**src/rtl/vga_timing_gen.sv**
```systemverilog
// VGA raster timing: pixel/line counters with registered, counter-aligned hs/vs/blank.
// Define VGA_FRAME_TICK_EN to add the one-cycle frame_tick output at the last pixel of a frame.
module vga_timing_gen #(
    parameter int H_VISIBLE = 640,
    parameter int H_FRONT   = 16,
    parameter int H_SYNC    = 96,
    parameter int H_BACK    = 48,
    parameter int V_VISIBLE = 480,
    parameter int V_FRONT   = 10,
    parameter int V_SYNC    = 2,
    parameter int V_BACK    = 33
) (
    input  logic        clk_25MHz,
    input  logic        reset_n,
    output logic [10:0] hcount,
    output logic [10:0] vcount,
    output logic        hs,
    output logic        vs,
    output logic        blank
`ifdef VGA_FRAME_TICK_EN
   ,output logic        frame_tick
`endif
);

    localparam logic [10:0] H_TOTAL   = 11'(H_VISIBLE + H_FRONT + H_SYNC + H_BACK);
    localparam logic [10:0] V_TOTAL   = 11'(V_VISIBLE + V_FRONT + V_SYNC + V_BACK);
    localparam logic [10:0] H_VIS     = 11'(H_VISIBLE);
    localparam logic [10:0] V_VIS     = 11'(V_VISIBLE);
    localparam logic [10:0] HS_START  = 11'(H_VISIBLE + H_FRONT);
    localparam logic [10:0] HS_END    = 11'(H_VISIBLE + H_FRONT + H_SYNC);
    localparam logic [10:0] VS_START  = 11'(V_VISIBLE + V_FRONT);
    localparam logic [10:0] VS_END    = 11'(V_VISIBLE + V_FRONT + V_SYNC);
    localparam logic [10:0] H_LAST    = H_TOTAL - 11'd1;
    localparam logic [10:0] V_LAST    = V_TOTAL - 11'd1;

    logic        h_wrap;
    logic [10:0] h_next;
    logic [10:0] v_next;
    logic        hs_next;
    logic        vs_next;
    logic        blank_next;

    // Decode from the next counter values so the registered flags line up
    // with the counters they describe.
    always_comb begin
        h_wrap     = (hcount == H_LAST);
        h_next     = h_wrap ? 11'd0 : hcount + 11'd1;
        v_next     = vcount;
        if (h_wrap) begin
            v_next = (vcount == V_LAST) ? 11'd0 : vcount + 11'd1;
        end
        hs_next    = !((h_next >= HS_START) && (h_next < HS_END));
        vs_next    = !((v_next >= VS_START) && (v_next < VS_END));
        blank_next = (h_next >= H_VIS) || (v_next >= V_VIS);
    end

    always_ff @(posedge clk_25MHz or negedge reset_n) begin
        if (!reset_n) begin
            hcount <= 11'd0;
            vcount <= 11'd0;
            hs     <= 1'b1;
            vs     <= 1'b1;
            blank  <= 1'b0;
        end else begin
            hcount <= h_next;
            vcount <= v_next;
            hs     <= hs_next;
            vs     <= vs_next;
            blank  <= blank_next;
        end
    end

`ifdef VGA_FRAME_TICK_EN
    always_ff @(posedge clk_25MHz or negedge reset_n) begin
        if (!reset_n) begin
            frame_tick <= 1'b0;
        end else begin
            frame_tick <= (h_next == H_LAST) && (v_next == V_LAST);
        end
    end
`endif

endmodule

```
**config.mk**
```make
export PLATFORM = sky130hd
export DESIGN_NAME = vga_timing_gen
export DESIGN_NICKNAME = d
export VERILOG_FILES = /design/src/rtl/vga_timing_gen.sv
export SDC_FILE = /design/constraint.sdc
export NUM_CORES = 1
export LEC_CHECK = 0
export ABC_CLOCK_PERIOD_IN_PS = 4950
export BUFFER_PORTS_ARGS = -buffer_cell sky130_fd_sc_hd__buf_2
export CAP_MARGIN = 5
export CORE_MARGIN = 10
export CORE_UTILIZATION = 26
export CTS_BUF_LIST = sky130_fd_sc_hd__clkbuf_16
export DETAILED_ROUTE_END_ITERATION = 10
export HOLD_SLACK_MARGIN = 0.12
export PLACE_DENSITY = 0.54
export SLEW_MARGIN = 15
export SYNTH_ARGS = -nofsm -noshare
export SYNTH_HDL_FRONTEND = slang
export SYNTH_SLANG_ARGS = --single-unit
export TNS_END_PERCENT = 10
```
**constraint.sdc**
```tcl
create_clock -name clk_25MHz -period 4.95 [get_ports clk_25MHz]
set_input_delay 0.495 -clock clk_25MHz [delete_from_list [all_inputs] [get_ports clk_25MHz]]
set_output_delay 0.495 -clock clk_25MHz [all_outputs]
set_load 0.02 [all_outputs]
```
[Word-level counts from Yosys, hierarchy flattened]
Cells that the tools add are included.
Word-level totals
  output and inout bits: 25
  input bits: 2
  bits in registers: 25
  word-level logic and storage cells: 23
Cells by class
  $lt $le $gt $ge: 6
  muxes and demuxes: 3
  $add $sub $neg: 2
  reduce and logical (&&, ||, !) cells: 5
  equality and inequality tests: 2
Operators with widths (count)
  2-to-1 mux 11 bit: 3
  adder 11 x 1 -> 11 bit (second input constant): 2
  == test 11 x 10 -> 1 bit (second input constant): 2
  >= comparator 11 x 10 -> 1 bit (second input constant): 2
  >= comparator 11 x 9 -> 1 bit (second input constant): 2
  less-than comparator 11 x 10 -> 1 bit (second input constant): 1
  less-than comparator 11 x 9 -> 1 bit (second input constant): 1
  logical AND 1 bit: 2
  logical NOT 1 bit: 2
  logical OR 1 bit: 1

[Longest topological paths before layout]
Gate-level depths: netlist of run 1.
  depth in word-level cells: 6
  depth in mapped cells: 8
  depth with buffers taken out: 7

[Worst setup path after synthesis of run 1]
Ideal clock, no wire load.
  path kind: reg2reg
  from: register hcount[0]
  to: register vs
  setup time: 94 ps
  setup slack: 3006 ps
  buffers on the path: 2
  data required time: 4856 ps
  cell stages (with the launch flop): 9
  clock period less this slack: 1944 ps
  arrival: 1850 ps
  path through: dfrtp_1 -> ha_1 -> and3_1 -> buf_6 -> nand3_2 -> buf_6 -> or3_4 -> a22oi_1 -> nand4_1
Between the ends
  word-level cells in the longest chain between the ends: 5
  elaborated cells on any way between the ends: 6
  classes of those cells: 2 x order compare; 1 x eq/ne; 1 x mux; 2 x reduce/logical
RTL lines
  start, declared: RTL line 15  | output logic [10:0] hcount,
  start signal, assigned: RTL line 65  | hcount <= h_next;
  == test 11 x 10 -> 1 bit (*): RTL line 46  | h_wrap = (hcount == H_LAST);
  2-to-1 mux 11 bit (*): RTL line 49  | if (h_wrap) begin
  >= comparator 11 x 9 -> 1 bit / less-than comparator 11 x 9 -> 1 bit (equally long branches): RTL line 53  | vs_next = !((v_next >= VS_START) && (v_next < VS_END));
  logical AND 1 bit (*): RTL line 53
  logical NOT 1 bit (*): RTL line 53
  named net vs_next: RTL line 40  | logic vs_next;
  end signal, assigned: RTL line 68  | vs <= vs_next;
  end, declared: RTL line 18  | output logic vs,
The timed path passes the listed nets; every way through them passes the cells marked *.

[Worst setup path after layout of run 1]
  from: register hcount[0]
  to: register blank
Between the ends
  word-level cells in the longest chain between the ends: 4
  elaborated cells on any way between the ends: 7
  classes of those cells: 1 x add/sub; 2 x order compare; 1 x eq/ne; 2 x mux; 1 x reduce/logical
RTL lines
  adder 11 x 1 -> 11 bit / == test 11 x 10 -> 1 bit (equally long branches): RTL line 47, 46
  2-to-1 mux 11 bit (on tied branches): RTL line 47, 49
  >= comparator 11 x 10 -> 1 bit / >= comparator 11 x 9 -> 1 bit (equally long branches): RTL line 54  | blank_next = (h_next >= H_VIS) || (v_next >= V_VIS);
  logical OR 1 bit (*): RTL line 54
  named net blank_next: RTL line 41  | logic blank_next;
  end signal, assigned: RTL line 69  | blank <= blank_next;
  end, declared: RTL line 19  | output logic blank
Marks and branches as above.

==> impl_metrics.json, run 1 <==
{
  "io_pins": 27,
  "p_int_w": 0.000313,
  "grt_overflow_total": 0,
  "viasPerCell": 5.02,
  "num_vias": 1234,
  "period_needed_ns": 2.12,
  "clock-sinks": 25,
  "ys.warnings.count": 0,
  "die_h_um": 94.9,
  "clk_path_buf_depth": 2,
  "synth-main-ff-cell": "dfrtp_1",
  "seqPwrFrac": 0.533,
  "critPathLaunchType": "flip-flop",
  "tritoncts": "done",
  "antenna_cells": 0,
  "arrival_ns": 2.24,
  "final.fill_count": 610,
  "utilization": 0.310,
  "setup_viol": 0,
  "synthCells": 152,
  "cts_buffers": 3,
  "path_class": "flip-flop to flip-flop",
  "synth.net_count": 157,
  "ys_top_cells_by_area": "dfrtp_1 (39%), xnor2_1 (6.0%), nand3_1 (4.8%)",
  "start_util": 0.266,
  "switching_power_w": 0.0000712,
  "htree_levels": 1,
  "slowest_stage": "dfrtp_1",
  "synth-seq-cells": 25,
  "critPathMaxStageDelay_ns": 0.40,
  "post_drt_wl_per_cell_um": 14.6,
  "synthArstFlopShare": 1.00,
  "rsz0062_at_grt": "false",
  "slew_headroom": 0.637,
  "layout_common_cells": "buf_2 (26), dfrtp_1 (23), nand3_1 (14)",
  "layout_commonest_cell": "buf_2",
  "status": "complete, no violations",
  "io_buffer_count": 26,
  "die_area_mm2": 0.00900,
  "fmax_mhz": 473,
  "ant_nets": 0,
  "cts_root_buf": "clkbuf_16",
  "fin_area_mm2": 0.00170,
  "place_ws_ns": 2.83,
  "placed_area_mm2": 0.00162,
  "synth.yosys.seq_area_share": 0.431,
  "slew_violations": 0,
  "cp-end-kind": "flip-flop",
  "drt-initial-drc-count": 123,
  "grt_pass1_vias": 1139,
  "cts_repair_resize_count": 0,
  "power.density_mw_per_mm2": 226,
  "p_clk_frac": 0.457,
  "drc_errors": 0,
  "grt_use_total": 0.0811,
  "total_leakage_power_nw": 0.751,
  "dp.final_hpwl_um": 2670,
  "tns_ns": 0,
  "gp_congestion": 0.837,
  "setup_ws_ns": 2.83,
  "grt_antenna_before_repair": 0,
  "combPwrFrac": 0.010,
  "synth_area_mm2": 0.00146,
  "std_cell_rows": 27,
  "drive_gt1_frac": 0.230,
  "routed_wl_um": 3600,
  "die_w_um": 94.9,
  "clkLatencyLatePin_ns": 0.26,
  "fin_skew_ns": 0.00238,
  "crit_chain": "ha_1, and3_1, and3_2, a21oi_1, o31a_1, nand4bb_1",
  "vdd.ir_drop.worst_v": 0.000107,
  "post_cts_buffers": 0,
  "holdBufCountCts": 0,
  "grt_pass1_wl_um": 5840,
  "fin_nets": 180,
  "critPathMaxFanout": 11,
  "yosysTopAreaCellShare": 0.395,
  "timing.final.crit_share": 0.427,
  "synth-edff-count": 0,
  "synth_largest_area_cell": "dfrtp_1",
  "worst_pin_slew_ns": 0.545,
  "core_area_mm2": 0.00547,
  "cp.required_ns": 5.07,
  "grt_max_degree": 26,
  "first_pass_iters": 4,
  "hp-class": "input port to asynchronous set/reset pin",
  "area_growth_pct": 16.6,
  "swShare": 0.186,
  "syn_area_per_cell_um2": 9.59,
  "yosysUniqueCellTypes": 44,
  "hold_viol": 0,
  "clk_pin_slew_ns": 0.06,
  "max_cap_viol_count": 0
}
per-stage QoR:
stage / hold slack [ns] / instances / total power [W]
after global routing: 0.266 / 246 / 0.000401
after CTS: 0.242 / 246 / 0.000391
final: 0.220 / 246 / 0.000384
after detailed placement: 0.509 / 242 / 0.000213
after global placement: 0.480 / 242 / 0.000213
after floorplan: 0.199 / 152 / 0.000208
metal layers:
layer  global-route usage  wire, µm
met1                0.114      1730
met2                0.110      1550
met3               0.0317       301
met4               0.0262        19
met5                    0         0
Yosys cell counts, drive strengths merged, types with 4 or more instances:
cell	instances
a21oi	7
a31oi	4
and3	7
buf	5
dfrtp	23
inv	5
nand2	9
nand3	15
nand4	6
nor2	9
nor4	4
o21ai	9
or3	4
xnor2	10
xor2	4
layout make-up:
type	count	area, µm²	area share
Clock buffer	3	75.1	0.0442
Clock inverter	1	3.75	0.00221
Inverter	5	18.8	0.0110
Multi-Input combinational cell	114	753	0.443
Sequential cell	25	628	0.370
Tap cell	72	90.1	0.0530
Timing Repair Buffer	26	130	0.0766
power groups by stage:
stage          Sequential [W]  Combinational, W  Clock [W]
2_1_floorplan        0.000208    0.000000000286          0
3_3_place_gp         0.000208        0.00000442          0
3_5_place_dp         0.000208        0.00000449          0
4_1_cts              0.000204        0.00000446   0.000182
5_1_grt              0.000204        0.00000500   0.000192
6_report             0.000204        0.00000402   0.000175
sequential cells by signal, summed over array words and instances (netlist names):
signal,cells
hs,1
hcount,11
blank,1
vcount,11
vs,1
logic make-up after synthesis:
family	count (synthesis)	share of synthesized area
flip-flops	25	0.431
XOR/XNOR	14	0.0841
adder cells (fa/ha/maj)	3	0.0258
AO/OA/AOI/OAI	29	0.124
AND/OR/NAND/NOR	67	0.276
multiplexers	1	0.00687
buffers and inverters	13	0.0524
critical path: cells and delay by family, from the launching register on:
family / cells / cell delay, ns
and+or+nand+nor: 3 / 0.94
AOI/OAI and AO/OA: 2 / 0.42
DFF: 1 / 0.40
adders and majority gates: 1 / 0.21
worst paths after layout:
check | startpoint | end | slack (ns) | cells past startpoint
min | reset_n | hcount[3] | 0.22 | 1
max | hcount[0] | blank | 2.83 | 6
max in group asynchronous | reset_n | vs | 4.36 | 1
min reg2reg | hcount[0] | hcount[0] | 0.51 | 1
min in group clk_25MHz | hcount[0] | hcount[0] | 0.51 | 1
max reg2reg | hcount[0] | blank | 2.83 | 6
Power figures use the tool's default switching activity.
==> run 2, diff against run 1 <==
ABC_AREA = 1   (was default)
ABC_CLOCK_PERIOD_IN_PS = 1900   (was 4950)
PLACE_DENSITY = 0.56   (was 0.54)
clock period = 1.9 ns   (was 4.95 ns; I/O delays follow)
==> run 2 against run 1 <==
- first-iteration DRC count shrank 46%
- via count grew 27%
- fmax grew 22%
- sequential share of layout area shrank 6.0 points
- highest routed layer unchanged
- worst setup slack lost 2.7 ns
- clock-buffer cell count is the same
- routed wire length grew 21%
==> impl_metrics.json, run 2 <==
{
  "status": "complete, no violations",
  "final.fill_count": 654,
  "critPathLaunchType": "flip-flop",
  "synth-edff-count": 0,
  "synth_largest_area_cell": "dfrtp_1",
  "switching_power_w": 0.000225,
  "ant_nets": 0,
  "p_int_w": 0.000821,
  "yosysMostFrequentCell": "nand2_1",
  "grt_pass1_vias": 1501,
  "combPwrFrac": 0.012,
  "drc_errors": 0,
  "p_clk_frac": 0.479,
  "clock-sinks": 25,
  "synth-seq-cells": 25,
  "hold_viol": 0,
  "power.density_mw_per_mm2": 515,
  "synth-main-ff-cell": "dfrtp_1",
  "slew_headroom": 0.609,
  "arrival_ns": 1.89,
  "utilization": 0.345,
  "core_area_mm2": 0.00589,
  "cp.required_ns": 2.06,
  "area_growth_pct": 29.2,
  "placed_area_mm2": 0.00189,
  "drt-initial-drc-count": 66,
  "htree_levels": 1,
  "fin_nets": 284,
  "std_cell_rows": 28,
  "slew_violations": 0,
  "place_ws_ns": -0.00611,
  "layout_commonest_cell": "nand2_1",
  "yosysTopAreaCellShare": 0.366,
  "vdd.ir_drop.worst_v": 0.000321,
  "synth.net_count": 235,
  "routed_wl_um": 4350,
  "fmax_mhz": 577,
  "cts_buffers": 3,
  "synth_area_mm2": 0.00157,
  "critPathMaxFanout": 6,
  "cts_root_buf": "clkbuf_16",
  "rsz0062_at_grt": "false",
  "dp.final_hpwl_um": 3430,
  "fin_skew_ns": 0.00238,
  "path_class": "flip-flop to flip-flop",
  "grt_use_total": 0.0906,
  "grt_overflow_total": 0,
  "gp_congestion": 0.862,
  "clk_path_buf_depth": 2,
  "worst_pin_slew_ns": 0.586,
  "setup_ws_ns": 0.166,
  "yosysUniqueCellTypes": 21,
  "grt_max_degree": 26,
  "hp-class": "input port to asynchronous set/reset pin",
  "start_util": 0.267,
  "first_pass_iters": 4,
  "clk_pin_slew_ns": 0.07,
  "top_regs": "hcount: 11 flops, vcount: 11 flops",
  "die_area_mm2": 0.00955,
  "io_pins": 27,
  "grt_antenna_before_repair": 0,
  "drive_gt1_frac": 0.241,
  "max_cap_viol_count": 0,
  "cp-end-kind": "flip-flop",
  "setup_viol": 0,
  "antenna_cells": 0,
  "swShare": 0.215,
  "num_vias": 1570,
  "synth_common_cells": "nand2_1 (70), inv_1 (39), nor2_1 (27), nand3_1 (26), dfrtp_1 (23)",
  "tritoncts": "done",
  "fin_area_mm2": 0.00203,
  "clkLatencyLatePin_ns": 0.27,
  "synthArstFlopShare": 1.00,
  "die_h_um": 97.7,
  "total_leakage_power_nw": 1.08,
  "seqPwrFrac": 0.509,
  "synthCells": 230,
  "io_buffer_count": 26,
  "post_drt_wl_per_cell_um": 12.3,
  "synth.yosys.seq_area_share": 0.400,
  "ys_top_cells_by_area": "dfrtp_1 (37%), nand2_1 (17%), inv_1 (9.3%)",
  "layout_common_cells": "nand2_1 (70), inv_1 (39), nand3_1 (26), buf_2 (26), nor2_1 (24)",
  "timing.final.crit_share": 0.913,
  "grt_pass1_wl_um": 7290,
  "viasPerCell": 4.45,
  "period_needed_ns": 1.73,
  "die_w_um": 97.7,
  "syn_area_per_cell_um2": 6.83,
  "ys.warnings.count": 0
}
-- run 2: cell count changes after synthesis, sizes merged, moves of 5 or more --
cell and change:
nand2 +64, inv +35, nor2 +21, nand3 +14, xnor2 -10, and3 -7
nor3 +5
-- run 2: power groups by stage --
stage,Clock (W),Sequential [W],Combinational [W]
floorplan,0,0.000542,0.000000000506
global placement,0,0.000542,0.0000125
detailed placement,0,0.000542,0.0000125
CTS,0.000514,0.000532,0.0000141
global route,0.000529,0.000532,0.0000157
finish,0.000501,0.000532,0.0000127
-- run 2: what timing repair did --
action | in CTS | in global routing
gates resized for setup | 1 | 5
buffers inserted | 0 | 3
setup endpoints to repair | 2 | 2
hold buffers | 1 | 0
pin swaps | 0 | 2
gates cloned | 0 | 1
endpoints found under the hold margin | 23 | 0
-- run 2: per-layer routing --
layer	up-vias	track usage	part of all wire
met5	-	0	0
met1	712	0.116	0.47
met2	38	0.141	0.46
li1	813	-	-
met3	7	0.0197	0.045
met4	0	0.0425	0.019
-- run 2: critical path, cell delays in order, from the launching register on --
cell,delay [ns]
dfrtp_2,0.36
ha_1,0.19
nand2_2,0.09
nor2_4,0.12
nand3_1,0.12
nor2_4,0.20
nand2_1,0.07
nand2_1,0.05
inv_1,0.04
nand2_1,0.09
clkinv_1,0.09
a21oi_1,0.14
nand2_1,0.06
-- run 2: area by class of cell --
class | instances | area (µm²) | share of cell area
well taps | 75 | 93.8 | 0.0462
flip-flops and latches | 25 | 629 | 0.310
clock buffers | 3 | 75.1 | 0.0370
inverters | 41 | 154 | 0.0758
clock inverters | 1 | 7.51 | 0.00370
multi-input cells | 164 | 803 | 0.396
repair buffers | 44 | 268 | 0.132
-- run 2: final timing paths --
kind / endpoint / depth (start not counted) / startpoint / slack (ns)
setup / recovery: blank / 12 / hcount[0] / 0.17
hold / removal: hcount[3] / 2 / reset_n / 0.45
setup reg to reg: blank / 12 / hcount[0] / 0.17
hold reg to reg: hcount[0] / 2 / hcount[0] / 0.56
max in group asynchronous: hcount[0] / 2 / reset_n / 1.03
min in group clk_25MHz: hcount[0] / 2 / hcount[0] / 0.56
-- run 2: stage by stage --
stage / total power, W / TNS [ns] / hold slack (ns) / instances
after floorplan: 0.000542 / 0 / -0.106 / 230
after global placement: 0.000555 / 0 / 0.235 / 344
after detailed placement: 0.000555 / -0.00611 / 0.235 / 344
final: 0.00105 / 0 / 0.453 / 353
after global routing: 0.00108 / 0 / 0.542 / 353
after CTS: 0.00106 / 0 / 0.485 / 349
-- run 2: kinds of logic (layout without fill, tap and decap cells) --
group,after synthesis,in the layout,synth area share
compound gates,10,10,0.0334
flops,25,25,0.400
xor+xnor,3,3,0.0167
fa+ha+maj,3,3,0.0239
buf+inv,42,89,0.105
simple gates,147,148,0.421
